`config.mk`:
```
export PLATFORM = sky130hd
export DESIGN_NAME = uart_rx_flat
export DESIGN_NICKNAME = d
export VERILOG_FILES = /design/src/rtl/uart_rx_if.sv /design/src/rtl/uart_rx.sv /design/src/flat_wrapper.sv
export SDC_FILE = /design/constraint.sdc
export NUM_CORES = 1
export LEC_CHECK = 0
export ABC_AREA = 1
export CAP_MARGIN = 10
export CORE_ASPECT_RATIO = 1.1
export CORE_MARGIN = 1
export CORE_UTILIZATION = 40
export CTS_BUF_LIST = sky130_fd_sc_hd__clkbuf_4 sky130_fd_sc_hd__clkbuf_8
export DETAILED_ROUTE_END_ITERATION = 10
export DONT_BUFFER_PORTS = 1
export GPL_TIMING_DRIVEN = 0
export PLACE_DENSITY = 0.58
export SLEW_MARGIN = 10
export SYNTH_ARGS = -nofsm -noshare
export SYNTH_HDL_FRONTEND = slang
export SYNTH_SLANG_ARGS = --single-unit
```
`constraint.sdc`:
```
create_clock -name CLK -period 2.5 [get_ports CLK]
set_input_delay 0.75 -clock CLK [delete_from_list [all_inputs] [get_ports CLK]]
set_output_delay 0.75 -clock CLK [all_outputs]
set_load 0.05 [all_outputs]
```
`src/rtl/uart_rx_if.sv`:
```
// Receiver-side bundle: the serial line and frame config in, the rebuilt byte and status pulses out.
// The DUT connects through "slave"; whatever drives the line and consumes the byte uses "master".
interface uart_rx_if #(
  parameter int DATA_WIDTH = 8
);
  logic                  RX_IN;
  logic                  PAR_EN;
  logic                  PAR_TYP;
  logic [DATA_WIDTH-1:0] P_DATA;
  logic                  DATA_VALID;
  logic                  PAR_ERR;
  logic                  STP_ERR;

  modport master (
    output RX_IN, PAR_EN, PAR_TYP,
    input  P_DATA, DATA_VALID, PAR_ERR, STP_ERR
  );

  modport slave (
    input  RX_IN, PAR_EN, PAR_TYP,
    output P_DATA, DATA_VALID, PAR_ERR, STP_ERR
  );
endinterface

```
`src/rtl/uart_rx.sv`:
```
// UART receiver: 1 start, DATA_WIDTH data bits LSB first, optional parity, 1 stop, PRESCALE clocks per bit.
// Define UART_RX_MAJORITY_EN to vote three samples around mid-bit instead of taking a single sample.
module uart_rx #(
  parameter int PRESCALE   = 8,
  parameter int DATA_WIDTH = 8
) (
  input logic     CLK,
  input logic     RST,
  uart_rx_if.slave bus
);

  localparam int EW = $clog2(PRESCALE);
  localparam int BW = (DATA_WIDTH > 1) ? $clog2(DATA_WIDTH) : 1;
  localparam logic [EW-1:0] LAST_EDGE = EW'(PRESCALE - 1);
  localparam logic [BW-1:0] LAST_BIT  = BW'(DATA_WIDTH - 1);
`ifdef UART_RX_MAJORITY_EN
  localparam logic [EW-1:0] SAMPLE_AT = EW'(PRESCALE / 2 + 1);
  localparam logic [EW-1:0] VOTE_A_AT = EW'(PRESCALE / 2 - 1);
  localparam logic [EW-1:0] VOTE_B_AT = EW'(PRESCALE / 2);
`else
  localparam logic [EW-1:0] SAMPLE_AT = EW'(PRESCALE / 2);
`endif

  typedef enum logic [2:0] {
    IDLE,
    START,
    DATA,
    PARITY,
    STOP
  } state_t;

  state_t                state;
  state_t                next_state;
  logic                  rx_meta;
  logic                  rx_s;
  logic                  bit_val;
  logic [EW-1:0]         edge_cnt;
  logic [BW-1:0]         bit_cnt;
  logic [DATA_WIDTH-1:0] shift_reg;
  logic                  par_en_l;
  logic                  par_typ_l;
  logic                  par_bad;
  logic                  at_sample;
  logic                  at_wrap;
  logic                  latch_cfg;
  logic                  shift_en;
  logic                  par_chk;
  logic                  stop_done;
  logic [DATA_WIDTH-1:0] p_data;
  logic                  data_valid;
  logic                  par_err;
  logic                  stp_err;

  // The line is asynchronous to our clock; both flops idle high like the line itself.
  always_ff @(posedge CLK) begin
    if (RST) begin
      rx_meta <= 1'b1;
      rx_s    <= 1'b1;
    end else begin
      rx_meta <= bus.RX_IN;
      rx_s    <= rx_meta;
    end
  end

`ifdef UART_RX_MAJORITY_EN
  logic vote_a;
  logic vote_b;

  always_ff @(posedge CLK) begin
    if (RST) begin
      vote_a <= 1'b1;
      vote_b <= 1'b1;
    end else begin
      if (edge_cnt == VOTE_A_AT) vote_a <= rx_s;
      if (edge_cnt == VOTE_B_AT) vote_b <= rx_s;
    end
  end

  assign bit_val = (vote_a & vote_b) | (vote_a & rx_s) | (vote_b & rx_s);
`else
  assign bit_val = rx_s;
`endif

  assign at_sample = (edge_cnt == SAMPLE_AT);
  assign at_wrap   = (edge_cnt == LAST_EDGE);

  always_ff @(posedge CLK) begin
    if (RST) state <= IDLE;
    else     state <= next_state;
  end

  always_comb begin
    next_state = state;
    latch_cfg  = 1'b0;
    shift_en   = 1'b0;
    par_chk    = 1'b0;
    stop_done  = 1'b0;
    case (state)
      IDLE: begin
        if (!rx_s) next_state = START;
      end
      START: begin
        if (at_sample && bit_val) begin
          next_state = IDLE;
        end else begin
          latch_cfg = at_sample;
          if (at_wrap) next_state = DATA;
        end
      end
      DATA: begin
        shift_en = at_sample;
        if (at_wrap && (bit_cnt == LAST_BIT)) next_state = par_en_l ? PARITY : STOP;
      end
      PARITY: begin
        par_chk = at_sample;
        if (at_wrap) next_state = STOP;
      end
      STOP: begin
        // Leave on the sample itself so a start bit right behind the stop bit is not missed.
        stop_done = at_sample;
        if (at_sample) next_state = IDLE;
      end
      default: next_state = IDLE;
    endcase
  end

  always_ff @(posedge CLK) begin
    if (RST) begin
      edge_cnt <= '0;
      bit_cnt  <= '0;
    end else begin
      if (state == IDLE || next_state == IDLE || at_wrap) edge_cnt <= '0;
      else                                                edge_cnt <= edge_cnt + EW'(1);

      if (state != DATA)  bit_cnt <= '0;
      else if (at_wrap)   bit_cnt <= (bit_cnt == LAST_BIT) ? '0 : bit_cnt + BW'(1);
    end
  end

  always_ff @(posedge CLK) begin
    if (RST) begin
      shift_reg <= '0;
      par_en_l  <= 1'b0;
      par_typ_l <= 1'b0;
      par_bad   <= 1'b0;
    end else begin
      if (latch_cfg) begin
        par_en_l  <= bus.PAR_EN;
        par_typ_l <= bus.PAR_TYP;
        par_bad   <= 1'b0;
      end
      if (shift_en) shift_reg[bit_cnt] <= bit_val;
      // Expected parity bit is XOR of the data, inverted for odd parity.
      if (par_chk)  par_bad <= (bit_val != ((^shift_reg) ^ par_typ_l));
    end
  end

  always_ff @(posedge CLK) begin
    if (RST) begin
      p_data     <= '0;
      data_valid <= 1'b0;
      par_err    <= 1'b0;
      stp_err    <= 1'b0;
    end else begin
      data_valid <= 1'b0;
      par_err    <= 1'b0;
      stp_err    <= 1'b0;
      if (stop_done) begin
        if (!bit_val) begin
          stp_err <= 1'b1;
        end else if (par_en_l && par_bad) begin
          par_err <= 1'b1;
        end else begin
          data_valid <= 1'b1;
          p_data     <= shift_reg;
        end
      end
    end
  end

  assign bus.P_DATA     = p_data;
  assign bus.DATA_VALID = data_valid;
  assign bus.PAR_ERR    = par_err;
  assign bus.STP_ERR    = stp_err;

endmodule

```
`src/flat_wrapper.sv`:
```
// flat-port wrapper written by rule: the top's interface ports become plain ports
module uart_rx_flat 
#(
  parameter int PRESCALE   = 8,
  parameter int DATA_WIDTH = 8
)
  (CLK, RST, bus_RX_IN, bus_PAR_EN, bus_PAR_TYP, bus_P_DATA, bus_DATA_VALID, bus_PAR_ERR, bus_STP_ERR);
  uart_rx_if #(.DATA_WIDTH(DATA_WIDTH)) bus_i ();
  input logic CLK;
  input logic RST;
  input wire logic [$bits(bus_i.RX_IN)-1:0] bus_RX_IN;
  input wire logic [$bits(bus_i.PAR_EN)-1:0] bus_PAR_EN;
  input wire logic [$bits(bus_i.PAR_TYP)-1:0] bus_PAR_TYP;
  output wire logic [$bits(bus_i.P_DATA)-1:0] bus_P_DATA;
  output wire logic [$bits(bus_i.DATA_VALID)-1:0] bus_DATA_VALID;
  output wire logic [$bits(bus_i.PAR_ERR)-1:0] bus_PAR_ERR;
  output wire logic [$bits(bus_i.STP_ERR)-1:0] bus_STP_ERR;
  assign bus_i.RX_IN = bus_RX_IN;
  assign bus_i.PAR_EN = bus_PAR_EN;
  assign bus_i.PAR_TYP = bus_PAR_TYP;
  assign bus_P_DATA = bus_i.P_DATA;
  assign bus_DATA_VALID = bus_i.DATA_VALID;
  assign bus_PAR_ERR = bus_i.PAR_ERR;
  assign bus_STP_ERR = bus_i.STP_ERR;
  uart_rx #(.PRESCALE(PRESCALE), .DATA_WIDTH(DATA_WIDTH)) u_core (.CLK(CLK), .RST(RST), .bus(bus_i));
endmodule
```
Word-level counts from Yosys, hierarchy flattened
Cells that the tools add are included.
- output and inout bits: 11
- register bits: 33
- bits of input ports: 5
- bitwise logic cells: 4
- add/subtract/negate cells: 2
- order comparisons: 2
- equal/unequal tests: 9
- mux-type cells: 22
- reduce and logical (&&, ||, !) cells: 15
- operator list (cell ; count):
    3-bit 2-to-1 mux ; 8
    3-bit case mux with 5 select lines ; 1
    3-bit == test (second input constant) ; 4
    1-bit 2-to-1 mux ; 11
    8-bit bitwise mux ; 1
    8-bit parity ; 1
    3-bit by 1-bit adder with 3-bit output (second input constant) ; 2
    3-bit by 2-bit == test with 1-bit output (second input constant) ; 2
    3-bit logical NOT ; 2
    2-bit OR reduction ; 3
    1-bit logical AND ; 4
    3-bit by 4-bit < comparator with 1-bit output (second input constant) ; 1
    1-bit demux with 3-bit select ; 1
    3-bit by 1-bit == test with 1-bit output (second input constant) ; 1
    3-bit by 1-bit >= comparator with 1-bit output (second input constant) ; 1
    3-bit by 2-bit != test with 1-bit output (second input constant) ; 1
    1-bit inverter ; 3
    3-bit AND reduction ; 1
    3-bit OR reduction ; 1
    1-bit logical OR ; 2
    2-bit nonzero test ; 1
    1-bit != test ; 1
    1-bit XOR ; 1

Logic depth before layout (Yosys ltp)
- word-level depth: 8
- mapped depth: 11
- depth with buffers taken out: 11

Worst setup path before layout
No wires, ideal clock.
- kind: reg-to-reg
- from: reg u_core.edge_cnt[0]
- to: reg u_core.edge_cnt[0]
- arrival time: 1.417 ns
- stages on the path, launching flop included: 10
- required time: 2.386 ns
- path slack: 0.970 ns
- period minus slack after synthesis: 1.530 ns
- setup time: 0.114 ns
- path through: dfxtp_1 -> ha_1 -> ha_1 -> nand2_1 -> o21ai_0 -> nand3_1 -> nor2_1 -> nand2_1 -> nand2_1 -> nor2_1
- cells in the longest elaborated chain, start to end: 8
- elaborated cells between the ends (all ways): 15
- classes of those cells: add/sub: 1; eq/ne: 2; mux: 6; reduce/logical: 6
- ends and longest elaborated chain (item ; RTL line ; source):
    start: declaration ; uart_rx.sv:37 ; logic [EW-1:0] edge_cnt;
    start signal: assignment ; uart_rx.sv:133 ; else edge_cnt <= edge_cnt + EW'(1);
    3-bit == test (on tied branches) ; uart_rx.sv:85, uart_rx.sv:84 ;
    3-bit 2-to-1 mux, or another cell as far along ; uart_rx.sv:107 ; if (at_wrap) next_state = DATA;
    3-bit 2-to-1 mux (on tied branches) ; uart_rx.sv:103, uart_rx.sv:112 ;
    3-bit case mux with 5 select lines ; uart_rx.sv:98 ; case (state)
    3-bit logical NOT ; uart_rx.sv:132 ; if (state == IDLE || next_state == IDLE || at_wrap) edge_cnt <= '0;
    1-bit logical OR (2 in a row) ; uart_rx.sv:132 ;
    2-bit OR reduction (no line) ; - ;
Several ways; a longest one is shown, not always the timed one.
A chain may end at the register's enable or synchronous reset.

Worst setup path in the final report
- from: reg u_core.edge_cnt[0]
- to: reg u_core.edge_cnt[1]
Same word-level chain as after synthesis.

==> metrics.cfg <==
[run_status]
status = complete, no violations

[setup_path]
r2r_setup_slack_ns = 0.75
worstReg2RegEnd = u_core.edge_cnt[1]$_SDFF_PP0_
critical_path_class = reg -> reg
worst_setup_path_start_kind = flip-flop
r2r-start = u_core.edge_cnt[0]$_SDFF_PP0_
arrival_ns = 1.93
crit_path_end_kind = flip-flop
reg2reg_depth = 9
path_max_fanout = 7
cp.required_ns = 2.68

[cts]
cts_resized = 0
cts_root_buf = clkbuf_8
htree_levels = 2
cts_hold_buffers = 0
clock_sinks = 33
cts_tree = yes
clk_pin_slew_worst_paths_ns = 0.07
cts-buffers-inserted = 5
post-cts-setup-buffers = 0
insertion_delay_ns = 0.29
clk_path_buf_depth = 2

[job]
maxCapViolCount = 0

[timing]
clock.fmax_mhz = 572
period_share_pct = 70.0
rsz0062_at_grt = no
slew_headroom_pct = 63.7
tns_ns = 0
finalHoldViolCount = 0
maxSlewViolCount = 0
fin_ws_ns = 0.751
fin_skew_ns = 0.00996
fin_crit_ns = 1.75
max_slew.worst_pin.slew_ns = 0.544
setup_violations = 0

[route]
wl_per_cell_um = 11.4
vias = 1317
first_pass_iters = 4
drt-total-wl_um = 3120
drtIter0Drc = 51
ant_nets = 0
drc = 0
routed_via_density = 4.82

[pwr]
power.share.switching_pct = 22.5
p_comb_share_pct = 2.5
netSwitchingPower_mw = 0.214
power_density_mw_per_mm2 = 557
p_int_mw = 0.740
peakVddDrop_mv = 0.224
p_leak_nw = 0.737
seqPwrFrac_pct = 55.6
p_clk_share_pct = 41.9

[global_route]
overflow = 0
grt_pass1_vias = 1254
grt_max_degree = 11
grt_pass1_wl_um = 5420
track_usage_pct = 18.1
antenna_found_initial = 0

[worst_hold_path]
min_path_cells = 1
min_from = u_core.rx_meta$_SDFF_PP1_
holdPathEnd = u_core.bit_val$_SDFF_PP1_
hold_class = reg -> reg

[floorplanning]
core.rowCount = 23
die_x_um = 61.6
coreArea_mm2 = 0.00368
ios = 16
die-area_mm2 = 0.00416
initial_core_util_pct = 42.5
die_y_um = 67.6

[synthesis]
ys_ff_latch = 33
synthesis.instances = 215
syn_avg_cell_area_um2 = 7.27
seq_area_frac_synth_pct = 42.2
yosys_warnings = 0
synth.cell_area_mm2 = 0.00156
yosysUniqueCellTypes = 24
synthesis.nets = 226

[placement]
preCtsSetupSlack_ns = 0.741
io_buffers = 0
dpl.hpwl_um = 2400
routabilityCongestion = 0.835

[finish]
nFillCells = 421
area_growth_pct = 9.52
final_nets = 233
antenna_cells = 0
drive_above_1_share_pct = 9.42

-- metal layers --
metal / GRT usage (%) / part of all wire, % / vias up
met5: 0 / 0 / -
met1: 19.4 / 48 / 582
met3: 7.09 / 4.3 / 8
met2: 30.9 / 45 / 19
li1: - / - / 708
met4: 7.78 / 2.4 / 0
-- worst max-delay path, cell delays in order (launching register included) --
cell and delay (ns):
dfxtp_1 0.35, ha_1 0.18, ha_1 0.28, nand2_1 0.12, o21ai_0 0.28, nand3_1 0.11, nor2_1 0.10, nand2_1 0.06
nand2_1 0.11, nor2_1 0.05
-- metrics by stage --
step	util, %	cells	cell area, um2	hold WS [ns]	power (mW)
2_1_floorplan	-	215	1560	0.389	0.560
3_3_place_gp	44.2	265	1630	0.392	0.567
3_5_place_dp	44.2	265	1630	0.399	0.567
4_1_cts	46.5	273	1710	0.411	0.975
5_1_grt	46.5	273	1710	0.427	0.995
6_report	46.5	273	1710	0.403	0.954
-- cell type report --
cell class                 instances  area (um2)  share of cell area [%]
multi-input combinational        148         757                    44.2
sequential                        33         661                    38.6
inverter                          30         113                    6.57
clock buffer                       6        76.3                    4.46
tap                               50        62.6                    3.65
buffer                             4        33.8                    1.97
clock inverter                     2        10.0                   0.584
-- cells in the final DEF (no fill, tap or decap) --
master,n
a31oi_1,2
ha_1,6
nand3_2,1
nor2_1,26
a21oi_2,2
clkbuf_8,6
o21ai_2,2
clkbuf_1,1
dfxtp_1,33
nand3_1,20
a21oi_4,1
a21oi_1,19
nand2_1,39
o21ai_0,12
xor2_1,1
nor3_2,1
clkinv_2,2
clkbuf_2,1
xnor2_1,1
nor3_1,9
o21ai_1,2
or2_2,3
clkbuf_4,1
inv_1,30
buf_6,1
nand3b_1,1
-- cell usage after synthesis --
cell / number / area share (%)
nand2_1: 39 / 9.4
nand3_2: 1 / 0.64
clkbuf_8: 1 / 0.88
a21oi_2: 2 / 1.1
nand3_1: 20 / 6.4
buf_6: 1 / 0.72
nand3b_1: 1 / 0.48
xnor2_1: 1 / 0.56
xor2_1: 1 / 0.56
a31oi_1: 2 / 0.80
ha_1: 6 / 4.8
dfxtp_1: 33 / 42
nor3_2: 1 / 0.64
inv_1: 30 / 7.2
clkbuf_2: 1 / 0.32
nor2_1: 26 / 6.2
o21ai_0: 12 / 3.8
or2_2: 3 / 1.2
a21oi_4: 1 / 1.0
clkbuf_1: 1 / 0.24
a21oi_1: 19 / 6.1
o21ai_2: 2 / 1.1
o21ai_1: 2 / 0.64
nor3_1: 9 / 2.9
-- power by group through the flow --
| stage | clock network [mW] | registers, mW | logic, mW |
|---|---|---|---|
| finish | 0.400 | 0.530 | 0.0243 |
| global route | 0.437 | 0.530 | 0.0283 |
| CTS | 0.421 | 0.530 | 0.0247 |
| detailed placement | 0 | 0.542 | 0.0246 |
| global placement | 0 | 0.542 | 0.0246 |
| floorplan | 0 | 0.542 | 0.0186 |
-- kinds of logic after synthesis --
| group | after synthesis | synth area share [%] |
|---|---|---|
| simple gates | 100 | 27.8 |
| compound gates | 40 | 14.6 |
| buf+inv | 34 | 9.36 |
| flops | 33 | 42.2 |
| fa+ha+maj | 6 | 4.80 |
| xor+xnor | 2 | 1.12 |
-- how the worst max path moves through the flow --
stage,start,endpoint,slack (ns)
detailed placement,u_core.edge_cnt[0]$_SDFF_PP0_,u_core.edge_cnt[0]$_SDFF_PP0_,0.74
global placement,u_core.edge_cnt[0]$_SDFF_PP0_,u_core.edge_cnt[1]$_SDFF_PP0_,0.75
CTS,u_core.edge_cnt[0]$_SDFF_PP0_,u_core.edge_cnt[0]$_SDFF_PP0_,0.74
floorplan,u_core.edge_cnt[0]$_SDFF_PP0_,u_core.edge_cnt[0]$_SDFF_PP0_,0.97
finish,u_core.edge_cnt[0]$_SDFF_PP0_,u_core.edge_cnt[1]$_SDFF_PP0_,0.75
global route,u_core.edge_cnt[0]$_SDFF_PP0_,u_core.edge_cnt[0]$_SDFF_PP0_,0.45
(Power assumes the default switching activity.)
